[src/rtl/out_ser_pkg.sv]
// Shared types and defaults for the output-FIFO serializer.
// Holds the FSM state encoding, default bus widths and a small decode helper.
// No logic here; imported by out_serializer and out_word_cnt.

package out_ser_pkg;

  // Default widths: one output-FIFO entry carries two host words.
  localparam int FIFO_WIDTH_DEF = 64;
  localparam int OUT_WIDTH_DEF  = 32;
  localparam int CNT_WIDTH_DEF  = 16;

  // State encoding, kept as named constants so other tools can decode a
  // captured state value without knowing the enum.
  localparam logic [2:0] ST_IDLE    = 3'b000;
  localparam logic [2:0] ST_READ    = 3'b001;
  localparam logic [2:0] ST_CAPTURE = 3'b010;
  localparam logic [2:0] ST_SEND_LO = 3'b011;
  localparam logic [2:0] ST_SEND_HI = 3'b100;

  typedef enum logic [2:0] {
    IDLE    = ST_IDLE,
    READ    = ST_READ,
    CAPTURE = ST_CAPTURE,
    SEND_LO = ST_SEND_LO,
    SEND_HI = ST_SEND_HI
  } state_t;

  // True in the two states that present a word to the host.
  function automatic logic is_send(input state_t s);
    return (s == SEND_LO) || (s == SEND_HI);
  endfunction

endpackage

[src/rtl/out_word_cnt.sv]
// Wrapping count of host words accepted by the serializer.
// Latency: count reflects a transfer one cycle after the accepting edge.
// Backpressure: none; it only observes completed transfers.
//
// Ports:
//   clk  - clock, rising edge
//   rst  - asynchronous active-low reset, clears the count
//   clr  - synchronous clear, wins over a simultaneous increment
//   inc  - one accepted word this cycle
//   cnt  - current count, wraps from all-ones to zero

module out_word_cnt
  import out_ser_pkg::*;
#(
  parameter int CNT_WIDTH = CNT_WIDTH_DEF
) (
  input  logic                 clk,
  input  logic                 rst,
  input  logic                 clr,
  input  logic                 inc,
  output logic [CNT_WIDTH-1:0] cnt
);

  always_ff @(posedge clk or negedge rst) begin
    if (!rst) begin
      cnt <= '0;
    end else if (clr) begin
      cnt <= '0;
    end else if (inc) begin
      // Natural overflow of the adder gives the wrap to zero.
      cnt <= cnt + 1'b1;
    end
  end

endmodule

[src/rtl/out_serializer.sv]
// Drains 64-bit CIM output-FIFO entries and presents them as two 32-bit host
// words, low word first. Latency: pop strobe 1 cycle after the FIFO goes
// non-empty, first word valid 3 cycles after. Backpressure: a word is held
// stable until dout_ready; no new entry is popped while a word is unsent.
//
// Optional feature: define OUT_WCNT_EN to build the accepted-word counter;
// without it word_cnt is tied to zero.
//
// Ports:
//   clk, rst           - clock (rising edge) and async active-low reset
//   clr                - synchronous soft clear: abort, drop buffered entry
//   empty_outputfifo   - output FIFO empty flag
//   rd_en_outputfifo   - registered one-cycle pop strobe per entry
//   q_fifo             - FIFO read data, valid the cycle after the pop strobe
//   dout/dout_valid    - host word and its valid; dout is zero when not valid
//   dout_ready         - host accept; transfer = dout_valid & dout_ready
//   busy               - high whenever the FSM is not idle
//   word_cnt           - accepted-word count (zero when counter not built)

module out_serializer
  import out_ser_pkg::*;
#(
  parameter int FIFO_WIDTH = FIFO_WIDTH_DEF,
  parameter int OUT_WIDTH  = OUT_WIDTH_DEF,
  parameter int CNT_WIDTH  = CNT_WIDTH_DEF
) (
  input  logic                  clk,
  input  logic                  rst,
  input  logic                  clr,
  input  logic                  empty_outputfifo,
  output logic                  rd_en_outputfifo,
  input  logic [FIFO_WIDTH-1:0] q_fifo,
  output logic [OUT_WIDTH-1:0]  dout,
  output logic                  dout_valid,
  input  logic                  dout_ready,
  output logic                  busy,
  output logic [CNT_WIDTH-1:0]  word_cnt
);

  state_t                state;
  state_t                state_nxt;
  logic                  rd_en_nxt;
  logic                  capture_en;
  logic                  xfer;
  logic [FIFO_WIDTH-1:0] ent_buf;

  // A transfer can only complete in a send state, so a ready pulse seen
  // while idle or fetching is simply ignored.
  assign xfer = dout_ready & is_send(state);

  // State, pop strobe and entry buffer registers.
  always_ff @(posedge clk or negedge rst) begin
    if (!rst) begin
      state            <= IDLE;
      rd_en_outputfifo <= 1'b0;
      ent_buf          <= '0;
    end else begin
      state            <= state_nxt;
      rd_en_outputfifo <= rd_en_nxt;
      if (capture_en) begin
        ent_buf <= q_fifo;
      end
    end
  end

  // Next-state, pop decision and host-side outputs.
  always_comb begin
    state_nxt  = state;
    rd_en_nxt  = 1'b0;
    capture_en = 1'b0;
    dout_valid = is_send(state);
    dout       = '0;
    busy       = (state != IDLE);

    case (state)
      IDLE: begin
        if (!empty_outputfifo) begin
          rd_en_nxt = 1'b1;
          state_nxt = READ;
        end
      end
      READ: begin
        // Pop strobe is registered, so it is high for this cycle only.
        state_nxt = CAPTURE;
      end
      CAPTURE: begin
        // FIFO data became valid the cycle after the pop strobe.
        capture_en = 1'b1;
        state_nxt  = SEND_LO;
      end
      SEND_LO: begin
        dout = ent_buf[OUT_WIDTH-1:0];
        if (xfer) begin
          state_nxt = SEND_HI;
        end
      end
      SEND_HI: begin
        dout = ent_buf[FIFO_WIDTH-1:OUT_WIDTH];
        if (xfer) begin
          // Back-to-back fetch keeps the 4-cycle-per-entry rhythm with no
          // idle bubble; empty is only trusted at this edge and in IDLE.
          if (!empty_outputfifo) begin
            rd_en_nxt = 1'b1;
            state_nxt = READ;
          end else begin
            state_nxt = IDLE;
          end
        end
      end
      default: begin
        state_nxt = IDLE;
      end
    endcase

    // Soft clear overrides everything. The buffer keeps its old contents,
    // but it is only shown again after a fresh capture, so stale data never
    // reaches the host. A pop already issued is not undone.
    if (clr) begin
      state_nxt  = IDLE;
      rd_en_nxt  = 1'b0;
      capture_en = 1'b0;
    end
  end

`ifdef OUT_WCNT_EN
  out_word_cnt #(
    .CNT_WIDTH(CNT_WIDTH)
  ) u_word_cnt (
    .clk (clk),
    .rst (rst),
    .clr (clr),
    .inc (xfer),
    .cnt (word_cnt)
  );
`else
  assign word_cnt = '0;
`endif

endmodule
[config.mk]
export PLATFORM = sky130hd
export DESIGN_NAME = out_serializer
export DESIGN_NICKNAME = d
export VERILOG_FILES = /design/src/rtl/out_ser_pkg.sv /design/src/rtl/out_word_cnt.sv /design/src/rtl/out_serializer.sv
export SDC_FILE = /design/constraint.sdc
export NUM_CORES = 1
export LEC_CHECK = 0
export ABC_CLOCK_PERIOD_IN_PS = 1500
export BUFFER_PORTS_ARGS = -buffer_cell sky130_fd_sc_hd__buf_2
export CAP_MARGIN = 20
export CORE_MARGIN = 4
export CORE_UTILIZATION = 40
export DETAILED_ROUTE_END_ITERATION = 10
export HOLD_SLACK_MARGIN = 0.1
export MAX_ROUTING_LAYER = met4
export PLACE_DENSITY_LB_ADDON = 0.15
export SETUP_SLACK_MARGIN = 0.02
export SKIP_LAST_GASP = 1
export SLEW_MARGIN = 15
export SYNTH_ARGS = -nofsm -noshare
export SYNTH_HDL_FRONTEND = slang
export SYNTH_HIERARCHICAL = 1
export SYNTH_SLANG_ARGS = --single-unit
[constraint.sdc]
create_clock -name clk -period 1.5 [get_ports clk]
set_clock_uncertainty 0.05 [all_clocks]
set_input_delay 0 -clock clk [delete_from_list [all_inputs] [get_ports clk]]
set_output_delay 0 -clock clk [all_outputs]
set_load 0.1 [all_outputs]
After elaboration in Yosys (flattened, before gate mapping)
Cells that the tools add are included.
- add/subtract/negate cells: 0
- multipliers: 0
- divide/modulo/power cells: 0
- order comparisons: 0
- equal/unequal tests: 7
- shift-type cells: 0
- muxes and demuxes: 13
- bitwise logic cells: 1
- reductions and logical operators: 4
- operator list (kind ; count):
    case mux 32 bit (2 select lines) ; 1
    case mux 3 bit (5 select lines) ; 1
    2-to-1 mux 3 bit ; 4
    inequality test 3 bit (second input constant) ; 3
    == test 3 x 2 -> 1 bit (second input constant) ; 2
    2-to-1 mux 1 bit ; 6
    == test 3 x 1 -> 1 bit (second input constant) ; 1
    == test 3 bit (second input constant) ; 1
    logical NOT 3 bit ; 1
    AND reduction 3 bit ; 1
    nonzero test 3 bit ; 1
    case mux 1 bit (2 select lines) ; 1
    AND 1 bit ; 1
    logical OR 1 bit ; 1
- bits in registers: 68
- latch bits: 0
- bits in writable memories: 0
- memory bits (read-only): 0
- bits of input ports: 69
- output and inout bits: 51
- logic and storage cells: 28
- memories kept: 0

Depth between registers and ports, before layout
Gate-level depths: netlist of run 1.
- depth after elaboration: 6
- mapped depth: 6
- gate-level depth less buffers: 3

Worst setup path before layout of run 1
No wires, ideal clock.
- path type: register -> output
- start: register state[0]
- end: output port dout[0]
- data arrival time: 1.771 ns
- required time: 1.450 ns
- slack: -0.321 ns
- cell stages (with the launch flop): 5
- path buffers: 2
- path through: dfrtp_1 > buf_6 > nor3b_2 > buf_2 > a22o_1
- cells in the longest elaborated chain, start to end: 2
- elaborated cells between the ends (all ways): 3
- those cells by class: eq/ne (2); mux (1)
- RTL lines (item ; RTL line ; text):
    start: declaration ; out_serializer.sv:40 ; state_t state;
    start signal: assignment ; out_serializer.sv:58 ; state <= state_nxt;
    == test 3 bit / == test 3 x 2 -> 1 bit (equally long branches) ; out_serializer.sv:75 ; case (state)
    case mux 32 bit (2 select lines) (*) ; out_serializer.sv:75 ;
    end: declaration ; out_serializer.sv:33 ; output logic [OUT_WIDTH-1:0] dout,
Mark *: on every way between the ends. The rest lies on a longest branch, timed or not.

Worst setup path in the final report of run 1
- start: register state[0]
- end: output port dout[11]
Same word-level chain as after synthesis.

==> results of run 1 <==
synth_stat cells:
cell	n	area share
a21oi_1	1	0.0015
o21ai_0	2	0.0030
or3_1	2	0.0037
nor4b_4	1	0.0071
inv_1	1	0.0011
a21boi_0	1	0.0022
nor2_1	2	0.0022
dfrtp_1	68	0.51
mux2_2	4	0.013
buf_6	2	0.0067
a31oi_1	1	0.0019
a211oi_1	1	0.0022
buf_12	6	0.036
and3b_1	1	0.0026
nor3b_2	1	0.0037
or2_2	1	0.0019
mux2_4	60	0.27
conb_1	1	0.0011
buf_2	7	0.010
buf_4	16	0.036
o31ai_1	1	0.0022
a22o_1	32	0.084
nand2_1	2	0.0022
where the power goes:
part	internal, uW	total [uW]	switching [uW]
registers	2640	3260	627
clock network	1100	1790	694
logic	1750	3010	1250
total	5490	8060	2570
routing by layer:
metal / up-vias / global-route usage
met5: - / -
met4: 0 / 0.0630
met3: 9 / 0.0337
met2: 84 / 0.302
met1: 1251 / 0.238
li1: 1167 / -
final cells by class:
type                       count  area share
inverter                       1    0.000616
clock buffer                  11      0.0216
multi-input combinational    129       0.281
sequential                    68       0.279
clock inverter                 5      0.0164
tap                          105      0.0216
timing repair buffer         212       0.380
metrics by stage:
stage               hold slack, ps  worst slack [ps]  TNS, ps
CTS                            175              -336   -21260
detailed placement            3.97             -93.1    -4520
global route                   220              -424   -30130
global placement             0.493             -48.4    -1890
floorplan                     -346              -108    -2110
finish                         176              -355   -23560
flip-flops by register name (all words and copies together), names as in the netlist:
register and cells:
ent_buf 64, state 3, rd_en_outputfifo 1
final timing paths:
path	end	slack, ps
worst max-delay path	dout[11]	-360
min in group clk	ent_buf[37]	290
worst min-delay path	ent_buf[9]	180
max in group asynchronous	ent_buf[29]	940
worst min register to register	ent_buf[17]	490
worst max register to register	ent_buf[34]	-320
worst min-delay path: stages:
cell and delay, ps:
dlygate4sd3_1 530, buf_2 120, buf_12 320
logic make-up after synthesis:
group / after synthesis / synth area share
buffers and inverters: 32 / 0.0899
flip-flops: 68 / 0.507
AO/OA/AOI/OAI: 39 / 0.0966
AND/OR/NAND/NOR: 10 / 0.0235
other: 1 / 0.00112
multiplexers: 64 / 0.282
repair_timing:
item	4_1_cts	5_1_grt
setup buffers	10	4
gates resized for setup	31	15
hold buffers	68	0
gates cloned	5	4
endpoints found under the setup margin	99	100
pin swaps	4	17
endpoints found under the hold margin	136	0
==> results.json, run 1 <==
{
  "status": "complete, but fails checks",
  "violations": "setup timing",
  "numCtsBuffers": 9,
  "final_util": 0.745,
  "routed_wl_mm": 9.19,
  "port_buffers": 103,
  "dp_hpwl_mm": 5.21,
  "dr.first_iter.drc_count": 37,
  "gp_congestion": 0.720,
  "dr_wl_met2_mm": 4.62,
  "syn_area_per_cell_um2": 15.7,
  "io_pins": 120,
  "min_period_over_period": 1.24,
  "critical_path.max_stage_delay_ps": 410,
  "viasPerCell": 4.73,
  "synth_seq_cells": 68,
  "synth_area_mm2": 0.00336,
  "reg2regPathDepth": 7,
  "die_x_um": 99.6,
  "initial_core_util": 0.410,
  "dpl.cell_count": 427,
  "worstReg2RegStart": "state[2]",
  "slowest_stage": "dfrtp_1",
  "row_count": 33,
  "path_max_fanout": 9,
  "cp-startpoint": "state[0]",
  "setup_violations": 98,
  "num-nets-final": 490,
  "mostFrequentLayoutCells": "buf_2, dfrtp_1, dlygate4sd3_1",
  "hold_path_class": "primary input to asynchronous set/reset pin",
  "finalWorstSetupSlack_ps": -355,
  "cpLargestDelayFamily": "buffers and inverters",
  "required_ps": 1450,
  "drv_cap": 0,
  "cts_sinks": 68,
  "finalPower_uw": 8060,
  "antenna_left": 0,
  "worst-path-buf-inv": 4,
  "die_h_um": 99.6,
  "grt_overflow_total": 0,
  "worst_ep_arrival_time_ps": 1810,
  "layout_commonest_cell": "buf_2",
  "dr.pass1.iters": 4,
  "fmax_ghz": 0.539,
  "top_layer_used": "met4",
  "grt_setup_unrepaired": "true",
  "crit_cells": 6,
  "hold_viol": 0,
  "crit_path_cell_trace": "buf_6 -> nor3b_4 -> buf_4 -> buf_6 -> a22o_4 -> buf_12",
  "remaining_drc_errors": 0,
  "drv_slew": 0,
  "syn_to_final_growth_pct": 81.6,
  "insertion_delay_ps": 330,
  "multi_input_area_mm2": 0.00171,
  "die_area_mm2": 0.00992,
  "fillers": 518,
  "core_mm2": 0.00818,
  "grt_pass1_vias": 2735,
  "drive_above_1_share": 0.610,
  "cpMostUsedCell": "buf_6",
  "diodes": 0,
  "start_kind": "register",
  "ir_worst_vdd_v": 0.000791,
  "final.min_clock_period_ps": 1860,
  "wire_per_inst_um": 17.3,
  "cts_tree": "yes",
  "power_density_mw_per_mm2": 1320,
  "synthCells": 214,
  "wl_met1_mm": 4.06,
  "grt_max_degree": 69,
  "vias": 2511,
  "yosys_warnings": 6,
  "clock-root-buffer": "clkbuf_8",
  "global_route.usage.total": 0.187,
  "leakage_uw": 0.00290,
  "place_area_mm2": 0.00474,
  "layout.cells.non_filler": 531,
  "fin_area_mm2": 0.00609,
  "path_class": "register to output port",
  "end_kind": "output port",
  "clkTransAtPathRegs_ps": 80,
  "ff_latch_area_mm2": 0.00170,
  "cts_max_level": 3,
  "synthDistinctLibCells": 23,
  "clockBufferDepth": 2,
  "grt_pass1_wl_mm": 14.1,
  "yosysSeqAreaShare": 0.507,
  "antenna_found_initial": 0,
  "routed-wl-met3_um": 403
}
(Power assumes the default switching activity.)
==> run 2, diff against run 1 <==
CORE_UTILIZATION = 45   (was 40)
==> run 2 against run 1 <==
The flow still finishes with violations (setup timing); routed wire length is 2.7% higher; non-clock buffer count decreased by 7; register-to-register slack improved by 50 ps; sequential cell count stayed put; die area fell by 10%; clock power is 15% lower; sequential power hardly changed; maximum frequency up 0.82%; total power down 3.2%; final cell count shrank 2.4%; sequential share of layout area rose by 0.66 points; critical endpoint is now dout[1]; largest power group unchanged.
==> results.json, run 2 (synthesis gave the netlist of run 1 again) <==
{
  "violations": "setup timing",
  "grt_setup_unrepaired": "true",
  "drv_cap": 0,
  "dr.pass1.iters": 4,
  "dr.first_iter.drc_count": 112,
  "clkTransAtPathRegs_ps": 70,
  "worst_ep_arrival_time_ps": 1790,
  "dp_hpwl_mm": 5.03,
  "vias": 2527,
  "remaining_drc_errors": 0,
  "largest_register_ffs": 64,
  "syn_to_final_growth_pct": 77.5,
  "ir_worst_vdd_v": 0.000811,
  "setup_violations": 98,
  "wire_per_inst_um": 18.2,
  "grt_pass1_vias": 2835,
  "core_mm2": 0.00725,
  "leakage_uw": 0.00283,
  "grt_pass1_wl_mm": 14.7,
  "port_buffers": 103,
  "die_x_um": 94.4,
  "path_max_fanout": 5,
  "viasPerCell": 4.88,
  "die_h_um": 94.4,
  "num-nets-final": 483,
  "finalPower_uw": 7800,
  "status": "complete, but fails checks",
  "end_kind": "output port",
  "path_class": "register to output port",
  "finalWorstSetupSlack_ps": -340,
  "fin_area_mm2": 0.00596,
  "fmax_ghz": 0.543,
  "min_period_over_period": 1.23,
  "clock-root-buffer": "clkbuf_8",
  "numCtsBuffers": 9,
  "grt_use_met2": 0.378,
  "power_density_mw_per_mm2": 1310,
  "initial_core_util": 0.463,
  "grt_overflow_total": 0,
  "cts_sinks": 68,
  "antenna_found_initial": 0,
  "cts_tree": "yes",
  "drive_above_1_share": 0.616,
  "antenna_left": 0,
  "routed_wl_mm": 9.43,
  "largestRegisters": "ent_buf x64, state x3, rd_en_outputfifo x1",
  "row_count": 31,
  "hold_path_class": "primary input to asynchronous set/reset pin",
  "final.min_clock_period_ps": 1840,
  "start_kind": "register",
  "regMostFlops": "ent_buf",
  "met1_usage": 0.266,
  "required_ps": 1450,
  "insertion_delay_ps": 340,
  "global_route.usage.total": 0.228,
  "place_area_mm2": 0.00469,
  "cts_max_level": 3,
  "diodes": 0,
  "clockBufferDepth": 2,
  "hold_viol": 0,
  "grt_max_degree": 69,
  "drv_slew": 0,
  "top_usage_layer": "met2",
  "io_pins": 120,
  "layout_commonest_cell": "buf_2",
  "mostFrequentLayoutCells": "buf_2, dlygate4sd3_1, dfrtp_1",
  "gp_congestion": 0.737,
  "grt_use_met3": 0.0614,
  "die_area_mm2": 0.00890
}
## run 2: changes by cell type in the layout (fill, tap and decap cells not counted), moves of 2 or more
cell | before | now
a22o_4 | 32 | 28
a22o_2 | 0 | 4
buf_12 | 44 | 41
buf_6 | 13 | 11
buf_4 | 9 | 7
clkinvlp_4 | 0 | 2
mux2_2 | 4 | 0
buf_16 | 3 | 5
clkbuf_16 | 2 | 0
bufinv_16 | 3 | 1
mux2_4 | 60 | 64
clkbuf_1 | 2 | 0
## run 2: timing repair
action | CTS | global route
gates resized for setup | 33 | 11
pin swaps | 18 | 4
endpoints found under the setup margin | 98 | 101
cloned | 7 | 0
hold endpoints to repair | 136 | 0
hold buffers | 68 | 0
setup buffers | 11 | 0
## run 2: cell type report
class / instances / area (um^2)
well taps: 99 / 124
repair buffers: 205 / 2220
flip-flops and latches: 68 / 1700
inverters: 1 / 3.75
clock inverters: 6 / 63.8
clock buffers: 10 / 138
fillers: 381 / 1300
multi-input cells: 129 / 1700
## run 2: final timing paths
| kind | from | end | slack, ps | depth (start not counted) |
|---|---|---|---|---|
| setup / recovery | state[0] | dout[1] | -340 | 5 |
| hold / removal | rst | ent_buf[8] | 150 | 3 |
| setup reg to reg | state[0] | ent_buf[17] | -270 | 6 |
| hold reg to reg | ent_buf[8] | ent_buf[8] | 470 | 1 |
| max in group asynchronous | rst | state[0] | 900 | 3 |
| min in group clk | clr | ent_buf[41] | 270 | 5 |
## run 2: per-stage QoR
step,instances,setup slack [ps],utilization,hold WS (ps),setup TNS (ps)
final,518,-340,0.821,147,-23270
after global routing,518,-391,0.821,196,-28380
after CTS,521,-334,0.825,177,-22300
after detailed placement,419,-87.0,0.647,0.882,-3140
after global placement,419,-55.1,0.647,0.660,-1520
after floorplan,229,-108,-,-346,-2110
## run 2: per-layer routing
layer | share of wire | up-vias
li1 | - | 1149
met1 | 0.40 | 1268
met2 | 0.52 | 96
met3 | 0.060 | 14
met4 | 0.017 | 0
met5 | 0 | -
## run 2: worst max-delay path: stages, from the launching register on
cell and delay (ps):
dfrtp_2 440, and3b_2 300, buf_12 160, buf_16 130
a22o_4 250, buf_12 160
## run 2: power breakdown
part	switching (uW)	total (uW)	leakage [uW]	internal, uW
Sequential	618	3260	0.000815	2640
Clock	715	1520	0.0000983	809
Combinational	1270	3020	0.00192	1760
==> run 3, diff against run 2 <==
REMOVE_ABC_BUFFERS = 1   (was default)
==> run 3 against run 2 <==
Critical path type unchanged; highest routed layer unchanged; die area stayed put; the run still ends with setup timing left; combinational power rose by 2%; worst setup slack got worse by 73 ps; global-route usage rose by 0.066 points.
==> results.json, run 3 (synthesis gave the netlist of run 1 again) <==
{
  "status": "complete, but fails checks",
  "violations": "setup timing",
  "die_x_um": 94.4,
  "core_mm2": 0.00725,
  "clock-root-buffer": "clkbuf_8",
  "dr_wl_met2_mm": 5.72,
  "path_class": "register to output port",
  "initial_core_util": 0.463,
  "fmax_ghz": 0.523,
  "crit_path_cell_trace": "buf_6 -> and3b_2 -> buf_6 -> clkbuf_16 -> a22o_4 -> buf_12",
  "drive_above_1_share": 0.603,
  "setup_violations": 101,
  "global_route.usage.total": 0.228,
  "vias": 2612,
  "cts_max_level": 3,
  "diodes": 0,
  "grt_max_degree": 35,
  "wl_met1_mm": 4.24,
  "critical_path.max_stage_delay_ps": 410,
  "row_count": 31,
  "place_area_mm2": 0.00447,
  "grt_pass1_vias": 2803,
  "start_kind": "register",
  "routed_wl_mm": 10.8,
  "end_kind": "output port",
  "crit_end": "dout[28]",
  "cpMostUsedCell": "buf_6",
  "num-nets-final": 491,
  "reg2regPathDepth": 6,
  "cpLargestDelayFamily": "buffers and inverters",
  "cts_tree": "yes",
  "dp_hpwl_mm": 5.18,
  "grt_pass1_wl_mm": 14.9,
  "worst-path-buf-inv": 4,
  "wire_per_inst_um": 20.5,
  "dpl.cell_count": 418,
  "routed-wl-met3_um": 563,
  "gp_congestion": 0.774,
  "dr.first_iter.drc_count": 67,
  "die_h_um": 94.4,
  "crit_cells": 6,
  "die_area_mm2": 0.00890,
  "path_max_fanout": 7,
  "drv_slew": 0,
  "largestRegisters": "ent_buf x64, state x3, rd_en_outputfifo x1",
  "leakage_uw": 0.00288,
  "worst_ep_arrival_time_ps": 1860,
  "viasPerCell": 4.98,
  "layout_commonest_cell": "buf_2",
  "ir_worst_vdd_v": 0.000828,
  "fillers": 352,
  "slowest_stage": "dfrtp_1",
  "required_ps": 1450,
  "mostFrequentLayoutCells": "buf_2, dfrtp_1, dlygate4sd3_1",
  "grt_setup_unrepaired": "true",
  "tightest_slew_ps": 583,
  "syn_to_final_growth_pct": 80.8,
  "hold_viol": 0,
  "dr.pass1.iters": 5,
  "remaining_drc_errors": 0,
  "grt_overflow_total": 0,
  "final.min_clock_period_ps": 1910,
  "layout.cells.non_filler": 525,
  "fin_area_mm2": 0.00607,
  "clkTransAtPathRegs_ps": 80,
  "insertion_delay_ps": 340,
  "drv_cap": 0,
  "r2r_slack_ps": -370,
  "port_buffers": 103,
  "max_slew_margin": 0.611,
  "cp-startpoint": "state[0]",
  "top_layer_used": "met4",
  "io_pins": 120,
  "hold_path_class": "primary input to asynchronous set/reset pin",
  "r2r-end": "ent_buf[1]",
  "power_density_mw_per_mm2": 1300,
  "finalWorstSetupSlack_ps": -413,
  "worstReg2RegStart": "state[0]",
  "antenna_found_initial": 0,
  "clockBufferDepth": 2,
  "antenna_left": 0,
  "regMostFlops": "ent_buf",
  "largest_register_ffs": 64,
  "cts_sinks": 68,
  "min_period_over_period": 1.28,
  "numCtsBuffers": 9
}
run 3: changes by cell type in the layout (fill, tap and decap cells not counted), moves of 3 or more:
cell | previous run | this run
buf_12 | 41 | 48
buf_6 | 11 | 16
a22o_1 | 0 | 8
a22o_4 | 28 | 24
buf_16 | 5 | 1
a22o_2 | 4 | 0
clkbuf_16 | 0 | 3
run 3: how the worst min path moves through the flow:
stage,startpoint,endpoint,slack [ps],depth (start not counted)
finish,rst,ent_buf[3],140,2
global route,rst,ent_buf[3],170,2
CTS,rst,ent_buf[3],150,2
detailed placement,rst,ent_buf[3],-30,1
global placement,rst,ent_buf[3],-40,1
floorplan,rst,ent_buf[0],-350,0
run 3: per-layer routing:
| layer | track usage | up-vias |
|---|---|---|
| met2 | 0.370 | 103 |
| li1 | - | 1164 |
| met3 | 0.0494 | 22 |
| met4 | 0.0722 | 0 |
| met5 | - | - |
| met1 | 0.287 | 1323 |
run 3: through the flow:
stage          setup WS (ps)  setup TNS (ps)  total power, uW  utilization  hold slack [ps]
2_1_floorplan          -2830         -210310             4980            -             -346
3_3_place_gp           -51.0           -1870             5630        0.616            -39.4
3_5_place_dp           -76.6           -2860             5700        0.616            -33.7
4_1_cts                 -361          -26070             7630        0.803              150
5_1_grt                 -445          -33800             8200        0.837              175
6_report                -413          -29430             7870        0.837              141
run 3: timing repair:
action / in CTS / in global routing
gates cloned: 5 / 4
endpoints found under the hold margin: 136 / 0
pin swaps: 11 / 24
gates resized for setup: 39 / 33
setup endpoints to repair: 96 / 100
hold buffers: 68 / 0
buffers inserted: 13 / 6
run 3: final cells by class:
class / count / area (um^2) / share of cell area
clock buffers: 10 / 138 / 0.0227
clock inverters: 5 / 52.6 / 0.00866
inverters: 1 / 3.75 / 0.000619
multi-input cells: 129 / 1680 / 0.277
flip-flops and latches: 68 / 1700 / 0.280
well taps: 99 / 124 / 0.0204
repair buffers: 213 / 2370 / 0.391
run 3: report_power, final:
part / switching, uW / internal [uW] / total, uW
Combinational: 1310 / 1780 / 3090
Sequential: 653 / 2640 / 3290
Clock: 698 / 795 / 1490
Total: 2660 / 5210 / 7870
